File: src/rtl/mem_port_arbiter_pkg.sv
// Shared defines for the memory port arbiter:
// FSM state codes, requester ids and the latched request bundle.
package mem_port_arbiter_pkg;

  localparam int RESULT_MSB = 1;
  localparam int SRC_MSB    = 0;

  localparam logic [RESULT_MSB:0] ST_IDLE = 2'd0;
  localparam logic [RESULT_MSB:0] ST_REQ  = 2'd1;
  localparam logic [RESULT_MSB:0] ST_WAIT = 2'd2;

  localparam logic [SRC_MSB:0] SRC_M0 = 1'b0;
  localparam logic [SRC_MSB:0] SRC_M1 = 1'b1;

  typedef struct packed {
    logic [SRC_MSB:0] owner;
    logic             write;
    logic [63:0]      index;
    logic [63:0]      wdata;
    logic [63:0]      wmask;
  } mem_req_t;

endpackage

File: src/rtl/mem_port_arbiter_rr_arb2.sv
// Two-input grant cell: round-robin on a tie when RR=1,
// otherwise requester 1 always wins a tie.
module rr_arb2 #(
  parameter bit RR = 1'b1
) (
  input  logic req0,
  input  logic req1,
  input  logic last1,
  output logic gnt0,
  output logic gnt1
);

  always_comb begin
    gnt0 = 1'b0;
    gnt1 = 1'b0;
    unique case (1'b1)
      (req0 && req1): begin
        if (RR) begin
          gnt0 = last1;
          gnt1 = !last1;
        end else begin
          gnt1 = 1'b1;
        end
      end
      (req0 && !req1): gnt0 = 1'b1;
      (!req0 && req1): gnt1 = 1'b1;
      default: ;
    endcase
  end

endmodule

File: src/rtl/mem_port_arbiter.sv
// Arbitrates fetch (m0) and load/store (m1) requesters onto
// one DDR port with a single outstanding transaction.
module mem_port_arbiter
  import mem_port_arbiter_pkg::*;
#(
  parameter bit PRIO_RR = 1'b1
) (
  input  logic        clock,
  input  logic        reset_n,
  input  logic        m0_req_valid,
  output logic        m0_req_ready,
  input  logic [63:0] m0_req_index,
  output logic        m0_resp_done,
  output logic [63:0] m0_resp_data,
  input  logic        m1_req_valid,
  output logic        m1_req_ready,
  input  logic        m1_req_write,
  input  logic [63:0] m1_req_index,
  input  logic [63:0] m1_req_wdata,
  input  logic [63:0] m1_req_wmask,
  output logic        m1_resp_done,
  output logic [63:0] m1_resp_data,
  output logic        ddr_index_valid,
  input  logic        ddr_index_ready,
  output logic [63:0] ddr_index,
  output logic [63:0] ddr_write_data,
  output logic [63:0] ddr_write_mask,
  output logic        ddr_write,
  input  logic        ddr_operation_done,
  input  logic [63:0] ddr_read_data
);

  logic [RESULT_MSB:0] state;
  mem_req_t            req_r;
  mem_req_t            req_in;
  logic                last_m1;
  logic                gnt0;
  logic                gnt1;
  logic                idle;
  logic                accept;
  logic                done_w;

  // ready must stay low while reset holds the block
  assign idle = (state == ST_IDLE) && reset_n;

  rr_arb2 #(
    .RR(PRIO_RR)
  ) u_arb (
    .req0 (m0_req_valid),
    .req1 (m1_req_valid),
    .last1(last_m1),
    .gnt0 (gnt0),
    .gnt1 (gnt1)
  );

  assign m0_req_ready = idle && gnt0;
  assign m1_req_ready = idle && gnt1;
  assign accept = m0_req_ready || m1_req_ready;

  always_comb begin
    req_in = '0;
    req_in.owner = SRC_M0;
    req_in.index = m0_req_index;
    if (gnt1) begin
      req_in.owner = SRC_M1;
      req_in.write = m1_req_write;
      req_in.index = m1_req_index;
      req_in.wdata = m1_req_wdata;
      req_in.wmask = m1_req_wmask;
    end
  end

  always_ff @(posedge clock or negedge reset_n) begin
    if (!reset_n) begin
      state   <= ST_IDLE;
      req_r   <= '0;
      last_m1 <= 1'b1;
    end else begin
      unique case (state)
        ST_IDLE: begin
          if (accept) begin
            state   <= ST_REQ;
            req_r   <= req_in;
            last_m1 <= gnt1;
          end
        end
        ST_REQ: begin
          if (ddr_index_ready) state <= ST_WAIT;
        end
        ST_WAIT: begin
          if (ddr_operation_done) state <= ST_IDLE;
        end
        default: state <= ST_IDLE;
      endcase
    end
  end

  assign ddr_index_valid = (state == ST_REQ);
  assign ddr_index       = req_r.index;
  assign ddr_write       = req_r.write;
  assign ddr_write_data  = req_r.wdata;
  assign ddr_write_mask  = req_r.wmask;

  assign done_w = (state == ST_WAIT) && ddr_operation_done;

  assign m0_resp_done = done_w && (req_r.owner == SRC_M0);
  assign m1_resp_done = done_w && (req_r.owner == SRC_M1);
  assign m0_resp_data = m0_resp_done ? ddr_read_data : '0;
  assign m1_resp_data = m1_resp_done ? ddr_read_data : '0;

endmodule

File: config.mk
export PLATFORM = sky130hd
export DESIGN_NAME = mem_port_arbiter
export DESIGN_NICKNAME = d
export VERILOG_FILES = /design/src/rtl/mem_port_arbiter_pkg.sv /design/src/rtl/mem_port_arbiter_rr_arb2.sv /design/src/rtl/mem_port_arbiter.sv
export SDC_FILE = /design/constraint.sdc
export NUM_CORES = 1
export LEC_CHECK = 0
export BUFFER_PORTS_ARGS = -buffer_cell sky130_fd_sc_hd__buf_2
export CORE_AREA = 5 5 248 250
export DETAILED_ROUTE_END_ITERATION = 10
export DIE_AREA = 0 0 253 255
export REMOVE_ABC_BUFFERS = 1
export SLEW_MARGIN = 5
export SYNTH_ARGS = -nofsm -noshare
export SYNTH_HDL_FRONTEND = slang
export SYNTH_SLANG_ARGS = --single-unit
File: constraint.sdc
create_clock -name clock -period 1.6 [get_ports clock]
set_clock_uncertainty 0.1 [all_clocks]
set_input_delay 0.16 -clock clock [delete_from_list [all_inputs] [get_ports clock]]
set_output_delay 0.16 -clock clock [all_outputs]
set_load 0.005 [all_outputs]
==> flow_metrics.py <==
metrics = {
    "clock_network": {
        "cts_inserted_buffers": 17,
        "clock_tree.root_cell": "sky130_fd_sc_hd__clkbuf_16",
        "clk_transition_reported_paths_ns": 0.08,
        "htree_levels": 4,
        "cts_tree": "done",
        "clock_path_buffers": 2,
        "clkSinkCount": 197,
        "clock_latency_ns": 0.48,
    },
    "power_and_ir_drop": {
        "cellPowerDensity_nw_per_um2": 1350,
        "power_switching_mw": 9.03,
        "leakagePower_nw": 9.20,
        "power.sequential.fraction": 0.351,
        "clock_power_share": 0.170,
        "internal-power_mw": 16.5,
        "vdd_drop_max_mv": 0.821,
        "pwr-share-comb": 0.478,
        "finalPower_mw": 25.6,
        "fraction_of_power_spent_switching_nets": 0.353,
    },
    "sta": {
        "report.final.setup_viol": 329,
        "worst_slew_margin_rel": 0.507,
        "fin_hold_ws_ns": 0.0431,
        "timing_max_transition_violations_final": 0,
        "final_min_period_over_clock_period": 1.38,
        "number_of_hold_slack_violations_in_the_final_timing_report": 0,
        "grt_setup_unrepaired": "yes",
        "fin_crit_ns": 2.20,
        "postLayoutSetupSlackWorst_ns": -0.605,
        "worst_pin_slew_ns": 0.739,
        "fmax_ghz": 0.454,
    },
    "drt": {
        "drt_first_pass_iters": 5,
        "detail_route.iter0.violations": 854,
        "routed_wl_mm": 53.5,
        "ant_nets": 0,
        "dr_total_vias": 10626,
        "drc": 0,
        "routed_via_density": 4.34,
        "routed_wl_per_cell_um": 21.9,
    },
    "logic_synthesis": {
        "async_reset_ff_frac": 1.00,
        "synth_sequential_area_ratio": 0.498,
        "synth.avg_cell_area_um2": 11.4,
        "synth_cell_types": 24,
        "post_synth_inst_count": 871,
        "synth_top_flop_cell": "sky130_fd_sc_hd__dfrtp_1",
        "number_of_enable_flip_flop_cells_after_synthesis": 0,
        "yosys_warnings": 0,
        "area_of_the_mapped_netlist_um2": 9910,
        "ys_seq_elements": 197,
    },
    "cells_and_area": {
        "final_cell_mix": "569 x sky130_fd_sc_hd__buf_2, 260 x sky130_fd_sc_hd__dlygate4sd3_1, 196 x sky130_fd_sc_hd__dfrtp_1, 130 x sky130_fd_sc_hd__a22o_1, 109 x sky130_fd_sc_hd__buf_6",
        "areaGrowthSynthToFinish_pct": 91.7,
        "layout.cells.most_common": "sky130_fd_sc_hd__buf_2",
        "design.final.nets": 1983,
        "layout-drive-gt1-share": 0.584,
    },
    "run": {
        "max_cap_viol_count": 0,
    },
    "outcome": {
        "status": "finished with violations",
        "violations": "setup timing",
    },
    "critical_path": {
        "timing.reg2reg.setup_slack_ns": -0.35,
        "arrival_ns": 1.94,
        "r2r_start": "state[1]",
        "timing.critical_path.required_ns": 1.34,
        "worstSetupEndpoint": "m0_resp_data[2]",
        "timing.setup.critical_path_class": "flop to output pin",
        "rr_worst_depth": 8,
        "timing.critical_path.fanout_max": 9,
        "startpoint_type": "flop",
        "reg2reg_to": "ddr_write_data[31]",
        "cp-startpoint": "state[0]",
        "crit_path_end_kind": "output pin",
    },
    "grt": {
        "global_route_hottest_layer": "met2",
        "grt_overflow": 0,
        "gr-usage-all-layers": 0.124,
        "global_route_wire_length_before_repair_mm": 62.2,
        "grt_use_met3": 0.0361,
        "grt_use_met2": 0.201,
        "first_global_vias": 10610,
        "largest_net_degree_at_the_start_of_global_routing": 114,
        "grt_antenna_before_repair": 5,
        "grtUsageMet1": 0.149,
    },
    "place": {
        "place.gp.congestion": 0.835,
        "io_buffers": 652,
        "place_hpwl_mm": 28.1,
    },
    "die": {
        "die_extent_in_x_um": 253,
        "io_pins": 653,
        "chipHeight_um": 255,
        "floorplan.initialDensity": 0.169,
        "placementRows": 89,
        "placeableCoreArea_um2": 58800,
        "design.die.area_um2": 64500,
    },
    "min_path": {
        "hold_path.class": "input pin to asynchronous set/reset pin",
    },
}
[area by class of cell]
cell class	instances	area [um^2]
inverters	2	7.51
diodes	6	15.0
clock inverters	12	140
well taps	773	967
clock buffers	19	443
flip-flops and latches	197	4930
fillers	5677	39800
repair buffers	1033	8430
multi-input cells	405	4070
[worst min path at each step]
stage	slack [ns]	cells past startpoint	end
5_1_grt	0.1	3	ddr_write_mask[62]
3_3_place_gp	0.09	2	ddr_write_data[31]
4_1_cts	0.06	3	last_m1
2_1_floorplan	-0.24	0	ddr_index[0]
6_report	0.04	3	ddr_write_data[31]
3_5_place_dp	0.09	2	ddr_write_data[31]
[logic make-up after synthesis]
logic type	Yosys count	synth area share
AOI/OAI and AO/OA	263	0.231
DFF	197	0.498
buffers and inverters	270	0.180
and+or+nand+nor	141	0.0908
[routing by layer]
layer	up-vias	wire, um
met2	717	26300
met4	6	2510
li1	4576	-
met1	5175	20600
met3	152	4060
met5	-	41
[critical path, stage by stage, from the launching register on]
cell                        delay, ns
sky130_fd_sc_hd__dfrtp_1         0.43
sky130_fd_sc_hd__nand2b_4        0.17
sky130_fd_sc_hd__nor3b_4         0.20
sky130_fd_sc_hd__buf_6           0.15
sky130_fd_sc_hd__buf_6           0.12
sky130_fd_sc_hd__clkbuf_16       0.16
sky130_fd_sc_hd__and2_1          0.13
sky130_fd_sc_hd__buf_2           0.12
[cell usage after synthesis (all sizes together) (2+ instances only)]
library cell  instances  area share
o21ai                 3      0.0015
nand2b                2      0.0013
buf                 215        0.16
nor3b                 2      0.0020
nand2                 2     0.00076
clkbuf               53       0.020
nor2                  3      0.0027
inv                   2     0.00076
dfrtp               196        0.49
a2bb2oi              64       0.057
o32ai                64       0.057
and2                128       0.081
a22o                130        0.11
[stage by stage]
stage          setup WS, ns  TNS, ns  utilization  cell area (um^2)  cells
5_1_grt              -0.668  -135.03        0.323             19000   2441
3_3_place_gp         -0.140   -19.87        0.220             12900   2074
6_report             -0.605  -114.82        0.323             19000   2447
2_1_floorplan         -5.38  -931.67            -              8130    603
4_1_cts              -0.570  -134.11        0.284             16700   2386
3_5_place_dp         -0.212   -30.30        0.220             12900   2074
[state kept, by name, summed over array words and instances (netlist names)]
register / count
ddr_index: 64
ddr_write_data: 64
ddr_write_mask: 64
state: 2
ddr_write: 1
last_m1: 1
req_r: 1
[power by group through the flow]
stage	sequential (mW)	clock, mW	combinational [mW]
after CTS	8.78	4.53	9.26
after floorplan	8.81	0	3.40
after global routing	9.19	4.65	13.0
final	8.98	4.36	12.2
after global placement	8.83	0	8.03
after detailed placement	8.73	0	8.29
[repair_timing]
action	4_1_cts	5_1_grt
gates resized for setup	73	282
setup buffers	12	22
endpoints found under the setup margin	326	456
hold buffers	261	0
endpoints found under the hold margin	363	0
pin swaps	24	102
cloned	8	37
Power figures use the tool's default switching activity.
